<file path="config.mk">
export PLATFORM = sky130hd
export DESIGN_NAME = mem_port_arbiter_flat
export DESIGN_NICKNAME = d
export VERILOG_FILES = /design/src/rtl/mem_port_arbiter_if.sv /design/src/rtl/mem_port_arbiter.sv /design/src/flat_wrapper.sv
export SDC_FILE = /design/constraint.sdc
export NUM_CORES = 1
export LEC_CHECK = 0
export ABC_AREA = 1
export BUFFER_PORTS_ARGS = -buffer_cell sky130_fd_sc_hd__buf_4
export CAP_MARGIN = 20
export CORE_AREA = 2 2 127 129
export CTS_CLUSTER_SIZE = 40
export DETAILED_ROUTE_END_ITERATION = 8
export DIE_AREA = 0 0 129 131
export GPL_TIMING_DRIVEN = 0
export MAX_ROUTING_LAYER = met4
export PLACE_DENSITY_LB_ADDON = 0.3
export SLEW_MARGIN = 0
export SYNTH_ARGS = -nofsm -noshare
export SYNTH_HDL_FRONTEND = slang
export SYNTH_SLANG_ARGS = --single-unit
export TNS_END_PERCENT = 30
</file>
<file path="constraint.sdc">
create_clock -name clk -period 1.6 [get_ports clk]
set_input_delay 0.32 -clock clk [delete_from_list [all_inputs] [get_ports clk]]
set_output_delay 0.32 -clock clk [all_outputs]
set_load 0.01 [all_outputs]
</file>
<file path="src/rtl/mem_port_arbiter_if.sv">
// Bundle of all requester-side and memory-side signals around mem_port_arbiter.
//   master : the arbiter (drives grants/responses to IF and DM, drives mem_* request)
//   slave  : the environment (fetch unit, load/store unit and memory macro)
// Fetch side : if_req, if_addr -> if_gnt, if_rvalid, if_rdata, if_err
// DM side    : dm_req, dm_we, dm_addr, dm_wdata, dm_be -> dm_gnt, dm_rvalid, dm_rdata, dm_err
// Memory side: mem_req, mem_we, mem_addr, mem_wdata, mem_be -> mem_gnt, mem_rvalid, mem_rdata
interface mem_port_arbiter_if;
    logic        if_req;
    logic [31:0] if_addr;
    logic        if_gnt;
    logic        if_rvalid;
    logic [31:0] if_rdata;
    logic        if_err;

    logic        dm_req;
    logic        dm_we;
    logic [31:0] dm_addr;
    logic [31:0] dm_wdata;
    logic [3:0]  dm_be;
    logic        dm_gnt;
    logic        dm_rvalid;
    logic [31:0] dm_rdata;
    logic        dm_err;

    logic        mem_req;
    logic        mem_we;
    logic [31:0] mem_addr;
    logic [31:0] mem_wdata;
    logic [3:0]  mem_be;
    logic        mem_gnt;
    logic        mem_rvalid;
    logic [31:0] mem_rdata;

    modport master (
        input  if_req, if_addr,
        output if_gnt, if_rvalid, if_rdata, if_err,
        input  dm_req, dm_we, dm_addr, dm_wdata, dm_be,
        output dm_gnt, dm_rvalid, dm_rdata, dm_err,
        output mem_req, mem_we, mem_addr, mem_wdata, mem_be,
        input  mem_gnt, mem_rvalid, mem_rdata
    );

    modport slave (
        output if_req, if_addr,
        input  if_gnt, if_rvalid, if_rdata, if_err,
        output dm_req, dm_we, dm_addr, dm_wdata, dm_be,
        input  dm_gnt, dm_rvalid, dm_rdata, dm_err,
        input  mem_req, mem_we, mem_addr, mem_wdata, mem_be,
        output mem_gnt, mem_rvalid, mem_rdata
    );
endinterface

</file>
<file path="src/rtl/mem_port_arbiter.sv">
// Shares one data-memory port between instruction fetch (IF) and load/store (DM).
// One outstanding transaction at a time; DM has fixed priority, but after MAX_DATA_STREAK
// consecutive DM wins while IF was waiting, IF is forced to win once. A transfer goes
// IDLE -> ISSUE (mem_req held until mem_gnt) -> WAIT (until mem_rvalid or TIMEOUT cycles).
// Ports:
//   clk    : clock, rising edge
//   resetn : synchronous active-low reset
//   bus    : mem_port_arbiter_if.master (IF/DM requester handshakes and memory port)
module mem_port_arbiter #(
    parameter int unsigned MAX_DATA_STREAK = 4,
    parameter int unsigned TIMEOUT         = 16
) (
    input  logic               clk,
    input  logic               resetn,
    mem_port_arbiter_if.master bus
);
    localparam int unsigned StreakW = $clog2(MAX_DATA_STREAK + 1);
    localparam int unsigned TimerW  = (TIMEOUT > 1) ? $clog2(TIMEOUT) : 1;
    localparam logic [StreakW-1:0] StreakMax = StreakW'(MAX_DATA_STREAK);
    localparam logic [TimerW-1:0]  TimerLast = TimerW'(TIMEOUT - 1);

    typedef enum logic [1:0] {StIdle, StIssue, StWait} state_e;

    state_e             state_q, state_d;
    logic               owner_dm_q, owner_dm_d;
    logic [StreakW-1:0] streak_q, streak_d;
    logic [TimerW-1:0]  timer_q, timer_d;

    logic        mem_req_q, mem_req_d;
    logic        mem_we_q, mem_we_d;
    logic [31:0] mem_addr_q, mem_addr_d;
    logic [31:0] mem_wdata_q, mem_wdata_d;
    logic [3:0]  mem_be_q, mem_be_d;

    logic        if_rvalid_q, if_rvalid_d;
    logic [31:0] if_rdata_q, if_rdata_d;
    logic        if_err_q, if_err_d;
    logic        dm_rvalid_q, dm_rvalid_d;
    logic [31:0] dm_rdata_q, dm_rdata_d;
    logic        dm_err_q, dm_err_d;

    logic        sel_dm;
    logic        resp_valid;
    logic        resp_err;
    logic [31:0] resp_rdata;

    always_comb begin
        state_d     = state_q;
        owner_dm_d  = owner_dm_q;
        streak_d    = streak_q;
        timer_d     = timer_q;
        mem_req_d   = mem_req_q;
        mem_we_d    = mem_we_q;
        mem_addr_d  = mem_addr_q;
        mem_wdata_d = mem_wdata_q;
        mem_be_d    = mem_be_q;
        if_rvalid_d = 1'b0;
        if_rdata_d  = if_rdata_q;
        if_err_d    = if_err_q;
        dm_rvalid_d = 1'b0;
        dm_rdata_d  = dm_rdata_q;
        dm_err_d    = dm_err_q;
        sel_dm      = 1'b0;
        resp_valid  = 1'b0;
        resp_err    = 1'b0;

        unique case (state_q)
            StIdle: begin
                if (bus.if_req || bus.dm_req) begin
                    sel_dm     = bus.dm_req && !(bus.if_req && streak_q == StreakMax);
                    owner_dm_d = sel_dm;
                    mem_req_d  = 1'b1;
                    state_d    = StIssue;
                    if (sel_dm) begin
                        mem_we_d    = bus.dm_we;
                        mem_addr_d  = bus.dm_addr;
                        mem_wdata_d = bus.dm_wdata;
                        mem_be_d    = bus.dm_we ? bus.dm_be : 4'hF;
                        // The streak only counts DM wins that made IF wait.
                        if (bus.if_req) begin
                            streak_d = (streak_q == StreakMax) ? streak_q
                                                               : streak_q + StreakW'(1);
                        end else begin
                            streak_d = '0;
                        end
                    end else begin
                        mem_we_d    = 1'b0;
                        mem_addr_d  = bus.if_addr;
                        mem_wdata_d = '0;
                        mem_be_d    = 4'hF;
                        streak_d    = '0;
                    end
                end
            end
            StIssue: begin
                if (bus.mem_gnt) begin
                    mem_req_d = 1'b0;
                    timer_d   = '0;
                    // A response in the grant cycle completes without visiting WAIT.
                    if (bus.mem_rvalid) begin
                        resp_valid = 1'b1;
                        state_d    = StIdle;
                    end else begin
                        state_d = StWait;
                    end
                end
            end
            StWait: begin
                timer_d = timer_q + TimerW'(1);
                // A real response beats a coincident timeout.
                if (bus.mem_rvalid) begin
                    resp_valid = 1'b1;
                    state_d    = StIdle;
                end else if (timer_q == TimerLast) begin
                    resp_valid = 1'b1;
                    resp_err   = 1'b1;
                    state_d    = StIdle;
                end
            end
            default: state_d = StIdle;
        endcase

        resp_rdata = (resp_err || mem_we_q) ? 32'h0 : bus.mem_rdata;

        if (resp_valid) begin
            if (owner_dm_q) begin
                dm_rvalid_d = 1'b1;
                dm_rdata_d  = resp_rdata;
                dm_err_d    = resp_err;
            end else begin
                if_rvalid_d = 1'b1;
                if_rdata_d  = resp_rdata;
                if_err_d    = resp_err;
            end
        end
    end

    always_ff @(posedge clk) begin
        if (!resetn) begin
            state_q     <= StIdle;
            owner_dm_q  <= 1'b1;
            streak_q    <= '0;
            timer_q     <= '0;
            mem_req_q   <= 1'b0;
            mem_we_q    <= 1'b0;
            mem_addr_q  <= '0;
            mem_wdata_q <= '0;
            mem_be_q    <= '0;
            if_rvalid_q <= 1'b0;
            if_rdata_q  <= '0;
            if_err_q    <= 1'b0;
            dm_rvalid_q <= 1'b0;
            dm_rdata_q  <= '0;
            dm_err_q    <= 1'b0;
        end else begin
            state_q     <= state_d;
            owner_dm_q  <= owner_dm_d;
            streak_q    <= streak_d;
            timer_q     <= timer_d;
            mem_req_q   <= mem_req_d;
            mem_we_q    <= mem_we_d;
            mem_addr_q  <= mem_addr_d;
            mem_wdata_q <= mem_wdata_d;
            mem_be_q    <= mem_be_d;
            if_rvalid_q <= if_rvalid_d;
            if_rdata_q  <= if_rdata_d;
            if_err_q    <= if_err_d;
            dm_rvalid_q <= dm_rvalid_d;
            dm_rdata_q  <= dm_rdata_d;
            dm_err_q    <= dm_err_d;
        end
    end

    // Grants are combinational so the requester sees acceptance in the mem_gnt cycle.
    assign bus.if_gnt    = (state_q == StIssue) && bus.mem_gnt && !owner_dm_q;
    assign bus.dm_gnt    = (state_q == StIssue) && bus.mem_gnt && owner_dm_q;
    assign bus.mem_req   = mem_req_q;
    assign bus.mem_we    = mem_we_q;
    assign bus.mem_addr  = mem_addr_q;
    assign bus.mem_wdata = mem_wdata_q;
    assign bus.mem_be    = mem_be_q;
    assign bus.if_rvalid = if_rvalid_q;
    assign bus.if_rdata  = if_rdata_q;
    assign bus.if_err    = if_err_q;
    assign bus.dm_rvalid = dm_rvalid_q;
    assign bus.dm_rdata  = dm_rdata_q;
    assign bus.dm_err    = dm_err_q;
endmodule

</file>
<file path="src/flat_wrapper.sv">
// flat-port wrapper written by rule: the top's interface ports become plain ports
module mem_port_arbiter_flat 
#(
    parameter int unsigned MAX_DATA_STREAK = 4,
    parameter int unsigned TIMEOUT         = 16
)
  (clk, resetn, bus_if_req, bus_if_addr, bus_if_gnt, bus_if_rvalid, bus_if_rdata, bus_if_err, bus_dm_req, bus_dm_we, bus_dm_addr, bus_dm_wdata, bus_dm_be, bus_dm_gnt, bus_dm_rvalid, bus_dm_rdata, bus_dm_err, bus_mem_req, bus_mem_we, bus_mem_addr, bus_mem_wdata, bus_mem_be, bus_mem_gnt, bus_mem_rvalid, bus_mem_rdata);
  mem_port_arbiter_if bus_i ();
  input  logic clk;
  input  logic resetn;
  input wire logic [$bits(bus_i.if_req)-1:0] bus_if_req;
  input wire logic [$bits(bus_i.if_addr)-1:0] bus_if_addr;
  output wire logic [$bits(bus_i.if_gnt)-1:0] bus_if_gnt;
  output wire logic [$bits(bus_i.if_rvalid)-1:0] bus_if_rvalid;
  output wire logic [$bits(bus_i.if_rdata)-1:0] bus_if_rdata;
  output wire logic [$bits(bus_i.if_err)-1:0] bus_if_err;
  input wire logic [$bits(bus_i.dm_req)-1:0] bus_dm_req;
  input wire logic [$bits(bus_i.dm_we)-1:0] bus_dm_we;
  input wire logic [$bits(bus_i.dm_addr)-1:0] bus_dm_addr;
  input wire logic [$bits(bus_i.dm_wdata)-1:0] bus_dm_wdata;
  input wire logic [$bits(bus_i.dm_be)-1:0] bus_dm_be;
  output wire logic [$bits(bus_i.dm_gnt)-1:0] bus_dm_gnt;
  output wire logic [$bits(bus_i.dm_rvalid)-1:0] bus_dm_rvalid;
  output wire logic [$bits(bus_i.dm_rdata)-1:0] bus_dm_rdata;
  output wire logic [$bits(bus_i.dm_err)-1:0] bus_dm_err;
  output wire logic [$bits(bus_i.mem_req)-1:0] bus_mem_req;
  output wire logic [$bits(bus_i.mem_we)-1:0] bus_mem_we;
  output wire logic [$bits(bus_i.mem_addr)-1:0] bus_mem_addr;
  output wire logic [$bits(bus_i.mem_wdata)-1:0] bus_mem_wdata;
  output wire logic [$bits(bus_i.mem_be)-1:0] bus_mem_be;
  input wire logic [$bits(bus_i.mem_gnt)-1:0] bus_mem_gnt;
  input wire logic [$bits(bus_i.mem_rvalid)-1:0] bus_mem_rvalid;
  input wire logic [$bits(bus_i.mem_rdata)-1:0] bus_mem_rdata;
  assign bus_i.if_req = bus_if_req;
  assign bus_i.if_addr = bus_if_addr;
  assign bus_if_gnt = bus_i.if_gnt;
  assign bus_if_rvalid = bus_i.if_rvalid;
  assign bus_if_rdata = bus_i.if_rdata;
  assign bus_if_err = bus_i.if_err;
  assign bus_i.dm_req = bus_dm_req;
  assign bus_i.dm_we = bus_dm_we;
  assign bus_i.dm_addr = bus_dm_addr;
  assign bus_i.dm_wdata = bus_dm_wdata;
  assign bus_i.dm_be = bus_dm_be;
  assign bus_dm_gnt = bus_i.dm_gnt;
  assign bus_dm_rvalid = bus_i.dm_rvalid;
  assign bus_dm_rdata = bus_i.dm_rdata;
  assign bus_dm_err = bus_i.dm_err;
  assign bus_mem_req = bus_i.mem_req;
  assign bus_mem_we = bus_i.mem_we;
  assign bus_mem_addr = bus_i.mem_addr;
  assign bus_mem_wdata = bus_i.mem_wdata;
  assign bus_mem_be = bus_i.mem_be;
  assign bus_i.mem_gnt = bus_mem_gnt;
  assign bus_i.mem_rvalid = bus_mem_rvalid;
  assign bus_i.mem_rdata = bus_mem_rdata;
  mem_port_arbiter #(.MAX_DATA_STREAK(MAX_DATA_STREAK), .TIMEOUT(TIMEOUT)) u_core (.clk(clk), .resetn(resetn), .bus(bus_i));
endmodule
</file>
== Word-level counts from Yosys, hierarchy flattened ==
Index checks and enable logic that the tools add are counted.

* Input bits: 139
* Output and inout port bits: 140
* Register bits: 148

* Add/subtract/negate cells: 2
* Eq/ne operators: 8
* Bitwise logic cells: 1
* Mux-type cells: 29
* Reductions and logical operators: 20

{| class="wikitable"
|+ Operators with widths
! cell !! number
|-
| 32-bit 2-to-1 mux || 3
|-
| 4-bit 2-to-1 mux || 3
|-
| 1-bit 2-to-1 mux || 11
|-
| 2-bit 2-to-1 mux || 5
|-
| 2-bit AND reduction || 5
|-
| 3-bit 2-to-1 mux || 3
|-
| 3-bit AND reduction || 3
|-
| 4-bit case mux with 2 select lines || 1
|-
| 2-bit case mux with 3 select lines || 1
|-
| 1-bit logical AND || 5
|-
| 4-bit by 1-bit adder with 4-bit output, second input constant || 1
|-
| 4-bit == test, second input constant || 1
|-
| 1-bit case mux with 2 select lines || 2
|-
| 2-bit nonzero test || 2
|-
| 3-bit by 1-bit adder with 3-bit output, second input constant || 1
|-
| 3-bit == test, second input constant || 1
|-
| 3-bit by 2-bit != test with 1-bit output, second input constant || 1
|-
| 3-bit != test, second input constant || 1
|-
| 2-bit by 1-bit == test with 1-bit output, second input constant || 1
|-
| 2-bit == test, second input constant || 1
|-
| 1-bit zero test || 2
|-
| 2-bit zero test || 1
|-
| 1-bit logical OR || 2
|-
| 2-bit by 1-bit != test with 1-bit output, second input constant || 1
|-
| 2 further kinds || 2
|}

== Logic depth before layout (Yosys ltp) ==
* Word-level depth: 6
* Mapped depth: 10
* Mapped depth without buffers: 9

== Least setup slack after synthesis ==
No wires, ideal clock.

* Kind: register -> register
* Start: register u_core.state_q[0]
* End: register u_core.dm_rdata_q[11], in the netlist u_core.bus.dm_rdata[11]
* Stages on the path, launching flop included: 11
* Buffers on the path: 1
* Slack: 0.111 ns
* Data required time: 1.487 ns
* Arrival time: 1.375 ns
* Cell sequence: dfxtp_1 inv_1 ha_1 inv_1 nor2_1 nand2_2 nand2_2 buf_4 nor2_1 nor2_1 nor2_1

* Cells in the longest elaborated chain, start to end: 4
* Elaborated cells on any way between the ends: 7

{| class="wikitable"
|+ RTL lines
! element !! line !! text
|-
| start, declared || mem_port_arbiter.sv:24 || <nowiki>state_e state_q, state_d;</nowiki>
|-
| start signal, assigned || mem_port_arbiter.sv:140 || <nowiki>state_q <= StIdle;</nowiki>
|-
| start signal, assigned || mem_port_arbiter.sv:156 || <nowiki>state_q <= state_d;</nowiki>
|-
| 2-bit == test || mem_port_arbiter.sv:67 || <nowiki>unique case (state_q)</nowiki>
|-
| 1-bit 2-to-1 mux || mem_port_arbiter.sv:67 ||
|-
| 1-bit logical OR || mem_port_arbiter.sv:123 || <nowiki>resp_rdata = (resp_err || mem_we_q) ? 32'h0 : bus.mem_rdata;</nowiki>
|-
| 32-bit 2-to-1 mux || mem_port_arbiter.sv:123 ||
|-
| end signal, assigned || mem_port_arbiter.sv:169 || <nowiki>dm_rdata_q <= dm_rdata_d;</nowiki>
|-
| end, declared || mem_port_arbiter.sv:39 || <nowiki>logic [31:0] dm_rdata_q, dm_rdata_d;</nowiki>
|}

Several ways; a longest one is shown, not always the timed one.
A chain may end at the register's enable or synchronous reset.

== Worst setup path after layout ==
* Start: register u_core.state_q[1]
* End: output bus_if_gnt

* Cells in the longest elaborated chain, start to end: 3

{| class="wikitable"
|+ RTL lines
! element !! line !! text
|-
| 2-bit by 1-bit == test with 1-bit output || mem_port_arbiter.sv:175 || <nowiki>assign bus.if_gnt = (state_q == StIssue) && bus.mem_gnt && !owner_dm_q;</nowiki>
|-
| 1-bit logical AND (2 in a row) || mem_port_arbiter.sv:175 ||
|-
| end, declared || flat_wrapper.sv:13 || <nowiki>output wire logic [$bits(bus_i.if_gnt)-1:0] bus_if_gnt;</nowiki>
|}

No other way between the ends.

==> impl_metrics.prom <==
# TYPE chip_impl_metric gauge
chip_impl_metric{name="setup_ws",unit="ns"} -0.0575
chip_impl_metric{name="worst-endpoint-arrival",unit="ns"} 1.34
chip_impl_metric{name="layout_cell_share_with_drive_strength_beyond_1",unit=""} 0.313
chip_impl_metric{name="drtPass1Iterations",unit=""} 5
chip_impl_metric{name="syn_area_per_cell",unit="um^2"} 6.44
chip_impl_metric{name="place.gp.congestion",unit=""} 0.824
chip_impl_metric{name="wire_length_of_the_first_global_routing_pass",unit="um"} 30700
chip_impl_metric{name="vias",unit=""} 7076
chip_impl_metric{name="seqCellArea",unit="mm^2"} 0.00297
chip_impl_metric{name="worst_skew_pair.late_latency",unit="ns"} 0.43
chip_impl_metric{name="start_util",unit=""} 0.419
chip_impl_metric{name="critPathMaxStageDelay",unit="ns"} 0.36
chip_impl_info{name="failed_checks",value="setup timing"} 1
chip_impl_info{name="netlist.top_cell.by_area",value="dfxtp_1"} 1
chip_impl_info{name="setup_repair_after_global_routing_missed_its_margin",value="true"} 1
chip_impl_metric{name="portBuffers",unit=""} 278
chip_impl_metric{name="critPathMaxFanout",unit=""} 4
chip_impl_info{name="run_status",value="finished with violations"} 1
chip_impl_metric{name="post_synth_instance_area",unit="mm^2"} 0.00654
chip_impl_info{name="min_path_type",value="primary input to flip-flop"} 1
chip_impl_metric{name="post-synth-top-area-fraction",unit=""} 0.453
chip_impl_info{name="top_count_cell_post_synth",value="nand2_1"} 1
chip_impl_info{name="yosys-top-cells-count",value="nand2_1 (304), nor2_1 (246), dfxtp_1 (148)"} 1
chip_impl_info{name="setup.worst_path.start_class",value="flip-flop"} 1
chip_impl_metric{name="multi_input_gate_area_in_the_final_layout",unit="mm^2"} 0.00300
chip_impl_metric{name="ys_seq_area_frac",unit=""} 0.453
chip_impl_metric{name="syn_inst",unit=""} 1015
chip_impl_metric{name="fillCellCount",unit=""} 1397
chip_impl_metric{name="synth_fa_ha_area_frac",unit=""} 0.0115
chip_impl_metric{name="detail_route.vias_per_cell",unit=""} 4.52
chip_impl_metric{name="timing.max_slew.rel_slack",unit=""} 0.540
chip_impl_metric{name="setup_viol",unit=""} 3
chip_impl_metric{name="dieHeight",unit="um"} 131
chip_impl_metric{name="period_utilisation_layout",unit=""} 1.04
chip_impl_metric{name="grt_util_all_layers",unit=""} 0.241
chip_impl_metric{name="timing.final.max_slew_violations",unit=""} 0
chip_impl_metric{name="number_of_placement_rows",unit=""} 46
chip_impl_metric{name="rrSetupSlack",unit="ns"} 0
chip_impl_metric{name="antenna_found_initial",unit=""} 0
chip_impl_metric{name="max_root_sink_buffers",unit=""} 2
chip_impl_info{name="postSynth.topFlopCell",value="dfxtp_1"} 1
chip_impl_metric{name="ys_async_sr_fraction",unit=""} 0
chip_impl_info{name="min_delay_worst_endpoint",value="u_core.bus.mem_be[3]$_SDFFE_PN0P_"} 1
chip_impl_metric{name="power-per-cell-area",unit="mW/mm^2"} 1290
chip_impl_metric{name="tritoncts.num_buffers",unit=""} 17
chip_impl_metric{name="total_overflow_reported_by_the_global_router",unit=""} 0
chip_impl_metric{name="final_period_minus_worst_setup_slack",unit="ns"} 1.66
chip_impl_metric{name="yosys-mux-area-fraction",unit=""} 0
chip_impl_metric{name="antenna-diode-count",unit=""} 0
chip_impl_metric{name="drt-wirelength-per-cell",unit="um"} 13.5
chip_impl_info{name="crit_slowest_cell",value="dfxtp_4"} 1
chip_impl_metric{name="die_area",unit="mm^2"} 0.0169
chip_impl_metric{name="num_io_pins",unit=""} 279
chip_impl_info{name="cts_tree",value="done"} 1
chip_impl_info{name="holdCritStartpoint",value="bus_dm_be[3]"} 1
chip_impl_metric{name="post-place-ws",unit="ns"} -0.257
chip_impl_metric{name="pin_count_of_the_biggest_net_entering_global_routing",unit=""} 17
chip_impl_metric{name="reg2reg_depth",unit=""} 10
chip_impl_metric{name="distinct_cell_type_count_after_synthesis",unit=""} 25
chip_impl_metric{name="synthToLayoutAreaGrowth",unit="%"} 54.3
chip_impl_metric{name="finalCoreUtilization",unit=""} 0.647
chip_impl_info{name="synth_top_family_by_area",value="simple AND/OR/NAND/NOR gates"} 1
chip_impl_metric{name="postSynthNetCount",unit=""} 1160
chip_impl_metric{name="ant_nets",unit=""} 0
chip_impl_metric{name="yosys.area_share.simple",unit=""} 0.370
chip_impl_info{name="critical_path.reg2reg.startpoint",value="u_core.state_q[0]$_SDFFE_PN0P_"} 1
chip_impl_metric{name="cts.sink_count",unit=""} 148
chip_impl_info{name="critical_path.cell_chain",value="inv_4, ha_4, nand2_4, nor2_2, buf_4"} 1
chip_impl_metric{name="maxCapViolations",unit=""} 0
chip_impl_info{name="synth_area_leaders",value="dfxtp_1 (45%), nand2_1 (17%), nor2_1 (14%)"} 1
chip_impl_info{name="critical_path.reg2reg.endpoint",value="u_core.bus.mem_addr[28]$_SDFFE_PN0P_"} 1
chip_impl_metric{name="timing_worst_slew_pin_value",unit="ns"} 0.690
chip_impl_metric{name="timing.hold.worst_path_depth",unit=""} 3
chip_impl_metric{name="final.setup.tns",unit="ns"} -0.0829
chip_impl_metric{name="coreArea",unit="mm^2"} 0.0156
chip_impl_metric{name="drc",unit=""} 0
chip_impl_metric{name="fmax",unit="GHz"} 0.603
chip_impl_info{name="criticalPathCategory",value="flip-flop to primary output"} 1
chip_impl_metric{name="clock_transition_at_path_regs",unit="ns"} 0.06
chip_impl_metric{name="horizontal_die_dimension",unit="um"} 129
chip_impl_metric{name="synth-compound-area-share",unit=""} 0.0427
chip_impl_metric{name="final_hold_viol_count",unit=""} 0
chip_impl_metric{name="drt_wl_total",unit="um"} 21200
chip_impl_metric{name="clock_tree.htree_level_count",unit=""} 4
chip_impl_metric{name="power.leakage",unit="nW"} 5.47
chip_impl_metric{name="hpwlAfterDp",unit="um"} 15100
chip_impl_info{name="critical_path.endpoint_type",value="primary output"} 1
chip_impl_metric{name="dp.cells",unit=""} 1509
chip_impl_metric{name="cp_data_required_time",unit="ns"} 1.28
chip_impl_metric{name="number_of_synthesized_flops_with_an_enable_pin",unit=""} 0
chip_impl_metric{name="yosys_register_bits",unit=""} 148
chip_impl_metric{name="synth-warning-count",unit=""} 0
chip_impl_metric{name="first_global_vias",unit=""} 6298
chip_impl_metric{name="final_nets",unit=""} 1481
chip_impl_info{name="ctsRootBufferMaster",value="clkbuf_16"} 1
chip_impl_metric{name="drt_first_iter_violations",unit=""} 375
chip_impl_metric{name="synthXorXnorAreaFrac",unit=""} 0.00134
chip_impl_metric{name="layoutNonFillerInstCount",unit=""} 1565
chip_impl_metric{name="fin_worst_skew",unit="ns"} 0.0122
chip_impl_metric{name="worst_ir_drop_vdd",unit="mV"} 0.690
-- worst max path at each step --
stage | to | start | cells after the start | slack, ns
final | bus_if_gnt | u_core.state_q[1]$_SDFFE_PN0P_ | 5 | -0.06
after global routing | u_core.state_q[0]$_SDFFE_PN0P_ | u_core.state_q[1]$_SDFFE_PN0P_ | 9 | -0.11
after CTS | bus_if_gnt | u_core.state_q[1]$_SDFFE_PN0P_ | 5 | -0.02
after detailed placement | u_core.bus.mem_addr[30]$_SDFFE_PN0P_ | u_core.state_q[0]$_SDFFE_PN0P_ | 9 | -0.26
after global placement | u_core.bus.mem_addr[28]$_SDFFE_PN0P_ | u_core.state_q[0]$_SDFFE_PN0P_ | 9 | -0.26
after floorplan | u_core.bus.dm_rdata[11]$_SDFFE_PN0P_ | u_core.state_q[0]$_SDFFE_PN0P_ | 10 | 0.11
-- area by class of cell --
| cell class | instances | area share |
|---|---|---|
| Timing Repair Buffer | 302 | 0.234 |
| Inverter | 143 | 0.0537 |
| Tap cell | 216 | 0.0268 |
| Multi-Input combinational cell | 674 | 0.297 |
| Clock inverter | 12 | 0.0108 |
| Sequential cell | 148 | 0.295 |
| Buffer | 50 | 0.0396 |
| Clock buffer | 20 | 0.0433 |
-- state kept, by name, indices dropped and copies added (netlist names) --
| signal | flops |
|---|---|
| u_core.state_q | 2 |
| u_core.bus.mem_we | 1 |
| u_core.bus.if_err | 1 |
| u_core.bus.mem_req | 1 |
| u_core.bus.dm_rdata | 32 |
| u_core.bus.dm_err | 1 |
| u_core.bus.mem_wdata | 32 |
| u_core.streak_q | 3 |
| u_core.bus.mem_addr | 32 |
| u_core.bus.if_rvalid | 1 |
| u_core.owner_dm_q | 1 |
| u_core.bus.mem_be | 4 |
| u_core.timer_q | 4 |
| u_core.bus.if_rdata | 32 |
| u_core.bus.dm_rvalid | 1 |
-- per-layer routing --
metal / up-vias / track usage / part of all wire
li1: 3653 / - / -
met1: 3141 / 0.277 / 0.41
met2: 250 / 0.408 / 0.50
met3: 32 / 0.0680 / 0.074
met4: 0 / 0.0780 / 0.017
met5: - / - / 0
-- metrics by stage --
step           hold WS [ns]  instance area [um^2]  total power, W
2_1_floorplan         0.441                  6540         0.00680
3_3_place_gp          0.451                  8900         0.00846
3_5_place_dp          0.455                  8900         0.00850
4_1_cts              0.0949                  9630          0.0125
5_1_grt               0.124                 10100          0.0138
6_report              0.111                 10100          0.0130
-- critical path: cells and delay by family, from the launching register on --
kind                       cells  cell delay (ns)
and+or+nand+nor                2             0.18
DFF                            1             0.36
buffers and inverters          2             0.20
adders and majority gates      1             0.18
-- cell usage in the layout (no fill, tap or decap), types with 2 or more instances in the layout --
cell type   count
buf_2           6
clkinv_2        3
clkinvlp_4      5
buf_8           4
clkbuf_1       20
dfxtp_1       143
buf_12          5
ha_1            2
nand3_1        44
ha_4            3
clkbuf_16      19
nand3_2         7
nand2_1       294
inv_2           5
nand2_4         7
nor2_1        231
inv_4           2
buf_6          18
nor2_2         14
o21ai_0         6
dfxtp_4         2
nor3_1          2
a21oi_1        43
buf_4         298
nand4_4         3
dfxtp_2         3
o21ai_1         2
inv_1         136
nor2_4          2
clkinv_4        2
nand2_2         7
-- repair_timing --
item                       4_1_cts  5_1_grt
setup buffers                    8       12
gates cloned                     0        5
hold buffers                     0        0
gates resized for setup         43       74
setup endpoints to repair      130      143
pin swaps                        7       11
-- kinds of logic after synthesis --
group	Yosys count
AOI/OAI and AO/OA	53
xor gates and xnor gates	1
adders and majority gates	6
buffers and inverters	194
DFF	148
and+or+nand+nor	613
-- power by group --
group	leakage [nW]	total (W)	internal (W)	switching [W]
Sequential	1.21	0.00460	0.00427	0.000326
Combinational	4.01	0.00470	0.00218	0.00253
Clock	0.252	0.00374	0.00214	0.00160
No activity file was read; power rests on OpenSTA's default activity.
